## src/rtl/alu_pkg.sv

```systemverilog
// Shared opcodes, FSM state encoding and result-flag bundle for the ALU pipeline stage.
// Latency: n/a (definitions only).
// Backpressure: n/a (definitions only).
package alu_pkg;

    localparam logic [3:0] OP_ADD  = 4'b0000;
    localparam logic [3:0] OP_SUB  = 4'b0001;
    localparam logic [3:0] OP_MUL  = 4'b0010;
    localparam logic [3:0] OP_DIV  = 4'b0011;
    localparam logic [3:0] OP_AND  = 4'b0100;
    localparam logic [3:0] OP_OR   = 4'b0101;
    localparam logic [3:0] OP_NAND = 4'b0110;
    localparam logic [3:0] OP_NOR  = 4'b0111;
    localparam logic [3:0] OP_XOR  = 4'b1000;
    localparam logic [3:0] OP_XNOR = 4'b1001;
    localparam logic [3:0] OP_EQ   = 4'b1010;
    localparam logic [3:0] OP_GT   = 4'b1011;
    localparam logic [3:0] OP_LT   = 4'b1100;
    localparam logic [3:0] OP_SHR  = 4'b1101;
    localparam logic [3:0] OP_SHL  = 4'b1110;
    localparam logic [3:0] OP_ILL  = 4'b1111;

    typedef enum logic {
        ST_IDLE = 1'b0,
        ST_DIV  = 1'b1
    } state_t;

    // One bit per op class plus carry/borrow and error.
    typedef struct packed {
        logic carry;
        logic arith;
        logic lgc;
        logic cmp;
        logic shf;
        logic err;
    } flags_t;

endpackage

```

## src/rtl/alu_seq_div.sv

```systemverilog
// Unsigned restoring divider, one quotient bit per cycle.
// Latency: the start cycle performs the first step; done pulses after WIDTH steps in total.
// Backpressure: none; caller must not assert start while busy.
// Ports: clk, rst (async active-high), start/dividend/divisor in; busy, done, quotient, remainder out.
module alu_seq_div #(
    parameter int WIDTH = 16
) (
    input  logic             clk,
    input  logic             rst,
    input  logic             start,
    input  logic [WIDTH-1:0] dividend,
    input  logic [WIDTH-1:0] divisor,
    output logic             busy,
    output logic             done,
    output logic [WIDTH-1:0] quotient,
    output logic [WIDTH-1:0] remainder
);

    localparam int CW = $clog2(WIDTH + 1);

    logic [WIDTH-1:0] rem_q, quo_q, dsr_q;
    logic [CW-1:0]    cnt_q;
    logic             busy_q, done_q;

    // Step operands come straight from the inputs on the start cycle so the
    // first quotient bit is produced without an extra load cycle.
    logic [WIDTH-1:0] src_rem, src_quo, src_dsr;
    logic [WIDTH:0]   shifted, trial;
    logic             fits;
    logic [WIDTH-1:0] nxt_rem, nxt_quo;

    always_comb begin
        src_rem = start ? '0       : rem_q;
        src_quo = start ? dividend : quo_q;
        src_dsr = start ? divisor  : dsr_q;
        shifted = {src_rem, src_quo[WIDTH-1]};
        trial   = shifted - {1'b0, src_dsr};
        fits    = ~trial[WIDTH];
        nxt_rem = fits ? trial[WIDTH-1:0] : shifted[WIDTH-1:0];
        nxt_quo = {src_quo[WIDTH-2:0], fits};
    end

    always_ff @(posedge clk or posedge rst) begin
        if (rst) begin
            rem_q  <= '0;
            quo_q  <= '0;
            dsr_q  <= '0;
            cnt_q  <= '0;
            busy_q <= 1'b0;
            done_q <= 1'b0;
        end else begin
            done_q <= 1'b0;
            if (start) begin
                rem_q  <= nxt_rem;
                quo_q  <= nxt_quo;
                dsr_q  <= divisor;
                cnt_q  <= CW'(WIDTH - 1);
                busy_q <= 1'b1;
            end else if (busy_q) begin
                rem_q <= nxt_rem;
                quo_q <= nxt_quo;
                cnt_q <= cnt_q - 1'b1;
                if (cnt_q == CW'(1)) begin
                    busy_q <= 1'b0;
                    done_q <= 1'b1;
                end
            end
        end
    end

    assign busy      = busy_q;
    assign done      = done_q;
    assign quotient  = quo_q;
    assign remainder = rem_q;

endmodule

```

## src/rtl/alu_pipe_hs.sv

```systemverilog
// Unsigned ALU stage with valid/ready on both sides and a registered result/flag beat.
// Latency: 1 cycle for all ops except non-zero divide (WIDTH+1 cycles, ALU_DIV_EN builds only).
// Backpressure: result held stable while out_valid && !out_ready; in_ready drops until it drains.
// Ports: clk, rst (async active-high); in_valid/in_ready/in_a/in_b/in_fun;
//        out_valid/out_ready/out_data/out_hi; carry/arith/logic/cmp/shift/err flags.
// Build option: define ALU_DIV_EN to enable the iterative divider; otherwise 0011 is illegal.
module alu_pipe_hs
    import alu_pkg::*;
#(
    parameter int WIDTH = 16
) (
    input  logic             clk,
    input  logic             rst,
    input  logic             in_valid,
    output logic             in_ready,
    input  logic [WIDTH-1:0] in_a,
    input  logic [WIDTH-1:0] in_b,
    input  logic [3:0]       in_fun,
    output logic             out_valid,
    input  logic             out_ready,
    output logic [WIDTH-1:0] out_data,
    output logic [WIDTH-1:0] out_hi,
    output logic             carry_flag,
    output logic             arith_flag,
    output logic             logic_flag,
    output logic             cmp_flag,
    output logic             shift_flag,
    output logic             err_flag
);

    localparam int SHW = $clog2(WIDTH);

    logic               accept;
    logic               div_start;
    logic               div_done;
    logic [WIDTH-1:0]   div_quo, div_rem;
    logic [WIDTH:0]     sum, diff;
    logic [2*WIDTH-1:0] prod;
    logic [SHW-1:0]     shamt;
    logic [WIDTH-1:0]   res_data, res_hi;
    flags_t             res_flags, flags_q;

    assign accept = in_valid && in_ready;

`ifdef ALU_DIV_EN
    state_t state_q, state_d;
    logic   div_busy;

    // Zero divisor is resolved in one cycle and never enters the divider.
    assign div_start = accept && (in_fun == OP_DIV) && (in_b != '0);
    assign in_ready  = (state_q == ST_IDLE) && !div_busy && (!out_valid || out_ready);

    alu_seq_div #(.WIDTH(WIDTH)) u_div (
        .clk       (clk),
        .rst       (rst),
        .start     (div_start),
        .dividend  (in_a),
        .divisor   (in_b),
        .busy      (div_busy),
        .done      (div_done),
        .quotient  (div_quo),
        .remainder (div_rem)
    );

    always_ff @(posedge clk or posedge rst) begin
        if (rst) state_q <= ST_IDLE;
        else     state_q <= state_d;
    end

    always_comb begin
        state_d = state_q;
        case (state_q)
            ST_IDLE: if (div_start) state_d = ST_DIV;
            ST_DIV:  if (div_done)  state_d = ST_IDLE;
            default: state_d = ST_IDLE;
        endcase
    end
`else
    assign div_start = 1'b0;
    assign div_done  = 1'b0;
    assign div_quo   = '0;
    assign div_rem   = '0;
    assign in_ready  = !out_valid || out_ready;
`endif

    always_comb begin
        sum       = {1'b0, in_a} + {1'b0, in_b};
        diff      = {1'b0, in_a} - {1'b0, in_b};
        prod      = in_a * in_b;
        shamt     = in_b[SHW-1:0];
        res_data  = '0;
        res_hi    = '0;
        res_flags = '0;
        case (in_fun)
            OP_ADD:  begin res_data = sum[WIDTH-1:0];  res_flags.carry = sum[WIDTH];  res_flags.arith = 1'b1; end
            // Borrow out of the extended subtract is exactly A<B.
            OP_SUB:  begin res_data = diff[WIDTH-1:0]; res_flags.carry = diff[WIDTH]; res_flags.arith = 1'b1; end
            OP_MUL:  begin {res_hi, res_data} = prod; res_flags.arith = 1'b1; end
`ifdef ALU_DIV_EN
            OP_DIV:  begin
                res_data        = '1;
                res_hi          = in_a;
                res_flags.arith = 1'b1;
                res_flags.err   = 1'b1;
            end
`endif
            OP_AND:  begin res_data = in_a & in_b;    res_flags.lgc = 1'b1; end
            OP_OR:   begin res_data = in_a | in_b;    res_flags.lgc = 1'b1; end
            OP_NAND: begin res_data = ~(in_a & in_b); res_flags.lgc = 1'b1; end
            OP_NOR:  begin res_data = ~(in_a | in_b); res_flags.lgc = 1'b1; end
            OP_XOR:  begin res_data = in_a ^ in_b;    res_flags.lgc = 1'b1; end
            OP_XNOR: begin res_data = ~(in_a ^ in_b); res_flags.lgc = 1'b1; end
            OP_EQ:   begin res_data = (in_a == in_b) ? WIDTH'(1) : '0; res_flags.cmp = 1'b1; end
            OP_GT:   begin res_data = (in_a >  in_b) ? WIDTH'(2) : '0; res_flags.cmp = 1'b1; end
            OP_LT:   begin res_data = (in_a <  in_b) ? WIDTH'(3) : '0; res_flags.cmp = 1'b1; end
            OP_SHR:  begin res_data = in_a >> shamt;  res_flags.shf = 1'b1; end
            OP_SHL:  begin res_data = in_a << shamt;  res_flags.shf = 1'b1; end
            default: res_flags.err = 1'b1;
        endcase
    end

    always_ff @(posedge clk or posedge rst) begin
        if (rst) begin
            out_valid <= 1'b0;
            out_data  <= '0;
            out_hi    <= '0;
            flags_q   <= '0;
        end else if (div_done) begin
            out_valid     <= 1'b1;
            out_data      <= div_quo;
            out_hi        <= div_rem;
            flags_q       <= '0;
            flags_q.arith <= 1'b1;
        end else if (accept) begin
            if (div_start) begin
                // Old result was consumed this cycle; nothing valid until the divider finishes.
                out_valid <= 1'b0;
            end else begin
                out_valid <= 1'b1;
                out_data  <= res_data;
                out_hi    <= res_hi;
                flags_q   <= res_flags;
            end
        end else if (out_valid && out_ready) begin
            out_valid <= 1'b0;
        end
    end

    assign carry_flag = flags_q.carry;
    assign arith_flag = flags_q.arith;
    assign logic_flag = flags_q.lgc;
    assign cmp_flag   = flags_q.cmp;
    assign shift_flag = flags_q.shf;
    assign err_flag   = flags_q.err;

endmodule
```

## config.mk

```make
export PLATFORM = sky130hd
export DESIGN_NAME = alu_pipe_hs
export DESIGN_NICKNAME = d
export VERILOG_FILES = /design/src/rtl/alu_pkg.sv /design/src/rtl/alu_seq_div.sv /design/src/rtl/alu_pipe_hs.sv
export SDC_FILE = /design/constraint.sdc
export NUM_CORES = 1
export LEC_CHECK = 0
export BUFFER_PORTS_ARGS = -buffer_cell sky130_fd_sc_hd__buf_2
export CAP_MARGIN = 20
export CORE_MARGIN = 8
export CORE_UTILIZATION = 48
export CTS_BUF_LIST = sky130_fd_sc_hd__clkbuf_4
export CTS_CLUSTER_SIZE = 14
export DETAILED_ROUTE_END_ITERATION = 16
export HOLD_SLACK_MARGIN = 0.03
export PLACE_DENSITY = 0.7
export SLEW_MARGIN = 20
export SYNTH_ARGS = -nofsm -noshare
export SYNTH_HDL_FRONTEND = slang
export SYNTH_SLANG_ARGS = --single-unit
```

## constraint.sdc

```tcl
create_clock -name clk -period 1.65 [get_ports clk]
set_input_delay 0.165 -clock clk [delete_from_list [all_inputs] [get_ports clk]]
set_output_delay 0.165 -clock clk [all_outputs]
set_load 0.01 [all_outputs]
```

==> reports/qor.yml <==
route:
  firstDrtPassIters: 5
  vias: 15300
  routed_wl_mm: 63.4
  wl_met1_mm: 24.9
  avgRoutedWirePerCell_um: 24.2
  drt_iter0_markers: 1382
  maxUsedRoutingLayer: "met4"
  wl_met2_mm: 30.0
  drcViolationCount: 0
  met3WireLength_mm: 4.41
  vias_per_cell: 5.86
  ant_nets: 0
sta:
  fin_crit_ns: 5.28
  fin_tns_setup_ns: -96.14
  maxSlewViolCount: 0
  hold_viol_final: 0
  setup_viol: 33
  fmax_mhz: 189
  fin_crit_sh: 3.20
  worst_slack_ns: -3.63
  rsz0062_at_grt: "true"
  hold_slack_ns: 0.105
  tightestPinTransition_ns: 0.861
  slew_headroom: 0.425
  fin_skew_ns: 0.0284
yosys:
  synth.most_common_cell: "inv_1"
  syn_avg_cell_area_um2: 8.03
  async_flop_share: 1.00
  synth_top_cells_by_area: "fa_1 28%, ha_1 14%, inv_1 7.2%, dfrtp_1 6.9%, nor2_1 5.7%"
  synth_ff_type: "dfrtp_1"
  synth_edf_count: 0
  synth_top_area_share: 0.277
  yosys.cell_types.count: 89
  ys_warn_count: 0
  synthTopCellsByCount: "271 x inv_1, 214 x nor2_1, 200 x nand2_1"
  synth-seq-area-share: 0.0693
  syn_nets: 2143
  synthCells: 1753
  syn_area_um2: 14100
  yosysTopAreaCell: "fa_1"
  synth_seq_cells: 39
cts:
  cts_buffers: 5
  cts_buffer_depth: 2
  cts.sinks: 39
  cts-root-buf: "clkbuf_4"
  cts_tree: "done"
  cts_max_level: 2
  clkSlewWorstSetupHoldPaths_ns: 0.18
  clk_latency_ns: 0.42
worst_setup_path:
  cpLargestDelayFamily: "adder cells"
  cp-end-kind: "flip-flop"
  crit_cells: 22
  cp.required_ns: 1.97
  crit_buf_inv: 6
  arrival_ns: 5.60
  crit_chain: "buf_2, buf_6, nand2_1, fa_1, inv_1, fa_1, fa_1, fa_2, fa_1, inv_1, fa_1, inv_2, ha_4, a21oi_1, a21oi_2, buf_4, nor3_2, a211oi_4, a21oi_2, o21ai_1, xnor2_1, o31ai_1"
  cpPeakStageDelay_ns: 0.59
  r2r_cells: 8
  critPathSlowestCell: "fa_1"
  timing.critical_path.mode_cell: "fa_1"
  cp-start-kind: "input pin"
  critPathKind: "in2reg"
  path_max_fanout: 8
  r2r_setup_slack_ns: -0.22
finish:
  area_growth_pct: 46.1
  register_area_um2: 976
  fillCellCount: 2203
  drive_above_1_share: 0.398
  insertedDiodeCount: 0
  multi_input_area_um2: 13000
  final_net_count: 2619
global_routing:
  grt_max_degree: 42
  grt_pass1_wl_mm: 95.5
  groute.usage.overall: 0.352
  grt_pass1_vias: 16100
  antenna_found_initial: 0
  gr-total-overflow: 0
floorplan:
  start_util: 0.489
  ioPinCount: 80
  rows: 62
  die_h_um: 187
  coreArea_um2: 28800
  fp.dieW_um: 187
  die_area_um2: 35100
flow_run:
  cap_violations: 0
outcome:
  outcome: "complete, but fails checks"
  violations: "negative setup slack"
placement:
  dp_hpwl_mm: 50.1
  place.gp.congestion: 1.07
  post-place-ws_ns: -4.52
  portBuffers: 79
hold_path:
  hold_class: "in2reg"
  hold_depth: 3
power:
  p_per_area_nw_per_um2: 2460
  power_mw: 50.7
  p_leak_nw: 9.93
  ir_drop_uv: 5660
==> worst paths after layout <==
| path | start | endpoint |
|---|---|---|
| max in group asynchronous | rst | out_data[0] |
| setup reg to reg | out_valid | out_data[14] |
| hold reg to reg | shift_flag | shift_flag |
| hold / removal | in_fun[3] | cmp_flag |
| min in group asynchronous | rst | out_hi[12] |
| setup / recovery | in_b[7] | out_hi[8] |
==> metal layers <==
metal | vias to the layer above | global-route usage
li1 | 6754 | -
met1 | 7616 | 0.439
met2 | 746 | 0.588
met3 | 215 | 0.0522
met4 | 0 | 0.177
met5 | - | 0
==> registers in the layout (all words and copies together), names as in the netlist <==
name and flops:
out_hi 16, logic_flag 1, arith_flag 1, carry_flag 1
err_flag 1, out_valid 1, out_data 16, cmp_flag 1
shift_flag 1
==> per-stage QoR <==
stage,std cells,utilization,area (um2)
after floorplan,1753,-,14500
after global placement,2547,0.631,18200
after detailed placement,2547,0.631,18200
after CTS,2592,0.695,20000
after global routing,2614,0.715,20600
final,2614,0.715,20600
==> power breakdown <==
| part | switching (mW) | leakage, nW | total, mW | internal (mW) |
|---|---|---|---|---|
| Combinational | 25.6 | 9.36 | 48.5 | 22.9 |
| Clock | 0.424 | 0.0514 | 0.894 | 0.470 |
| Sequential | 0.124 | 0.517 | 1.29 | 1.17 |
==> area by class of cell <==
type | count | area share
Sequential cell | 39 | 0.0474
Timing Repair Buffer | 573 | 0.234
Inverter | 286 | 0.0566
Multi-Input combinational cell | 1324 | 0.634
Tap cell | 384 | 0.0234
Clock buffer | 5 | 0.00182
Clock inverter | 3 | 0.00328
==> tightest hold or removal path, cell delays in order <==
cell and delay [ns]:
buf_2 0.16, o21ai_0 0.08, o21ai_0 0.08
==> cell usage in the layout, fill, tap and decap left out, types with 12 or more instances in the layout <==
master	instances
a21o_1	20
a21oi_1	56
a22o_1	16
a22oi_1	14
buf_12	23
buf_2	52
buf_4	433
buf_6	50
dfrtp_1	39
fa_1	176
fa_2	19
ha_1	112
ha_2	12
ha_4	31
inv_1	225
inv_2	38
mux2i_1	17
nand2_1	191
nand2b_1	17
nand3_1	12
nor2_1	166
nor2_2	28
nor2_4	21
nor3_1	23
o211ai_1	13
o21ai_0	47
o21ai_1	18
o22ai_1	14
xnor2_1	21
xor2_1	21
==> cells by family (layout without fill, tap and decap cells) <==
group                    after synthesis  after routing  share of synthesized area
AND/OR/NAND/NOR                      536            536                      0.166
buffers and inverters                390            867                      0.107
AO/OA/AOI/OAI                        353            353                      0.177
adder cells (fa/ha/maj)              350            350                      0.415
XOR/XNOR                              51             51                     0.0317
flip-flops                            39             39                     0.0693
multiplexers                          34             34                     0.0328
==> repair_timing <==
item                       CTS  global route
hold endpoints to repair    16             0
pin swaps                  100            95
gates resized for setup    315           120
buffers inserted            39            29
gates cloned                 2             0
setup endpoints to repair   33            34
hold buffers                 2             0
Note: power is estimated with default switching activity, not from simulation.
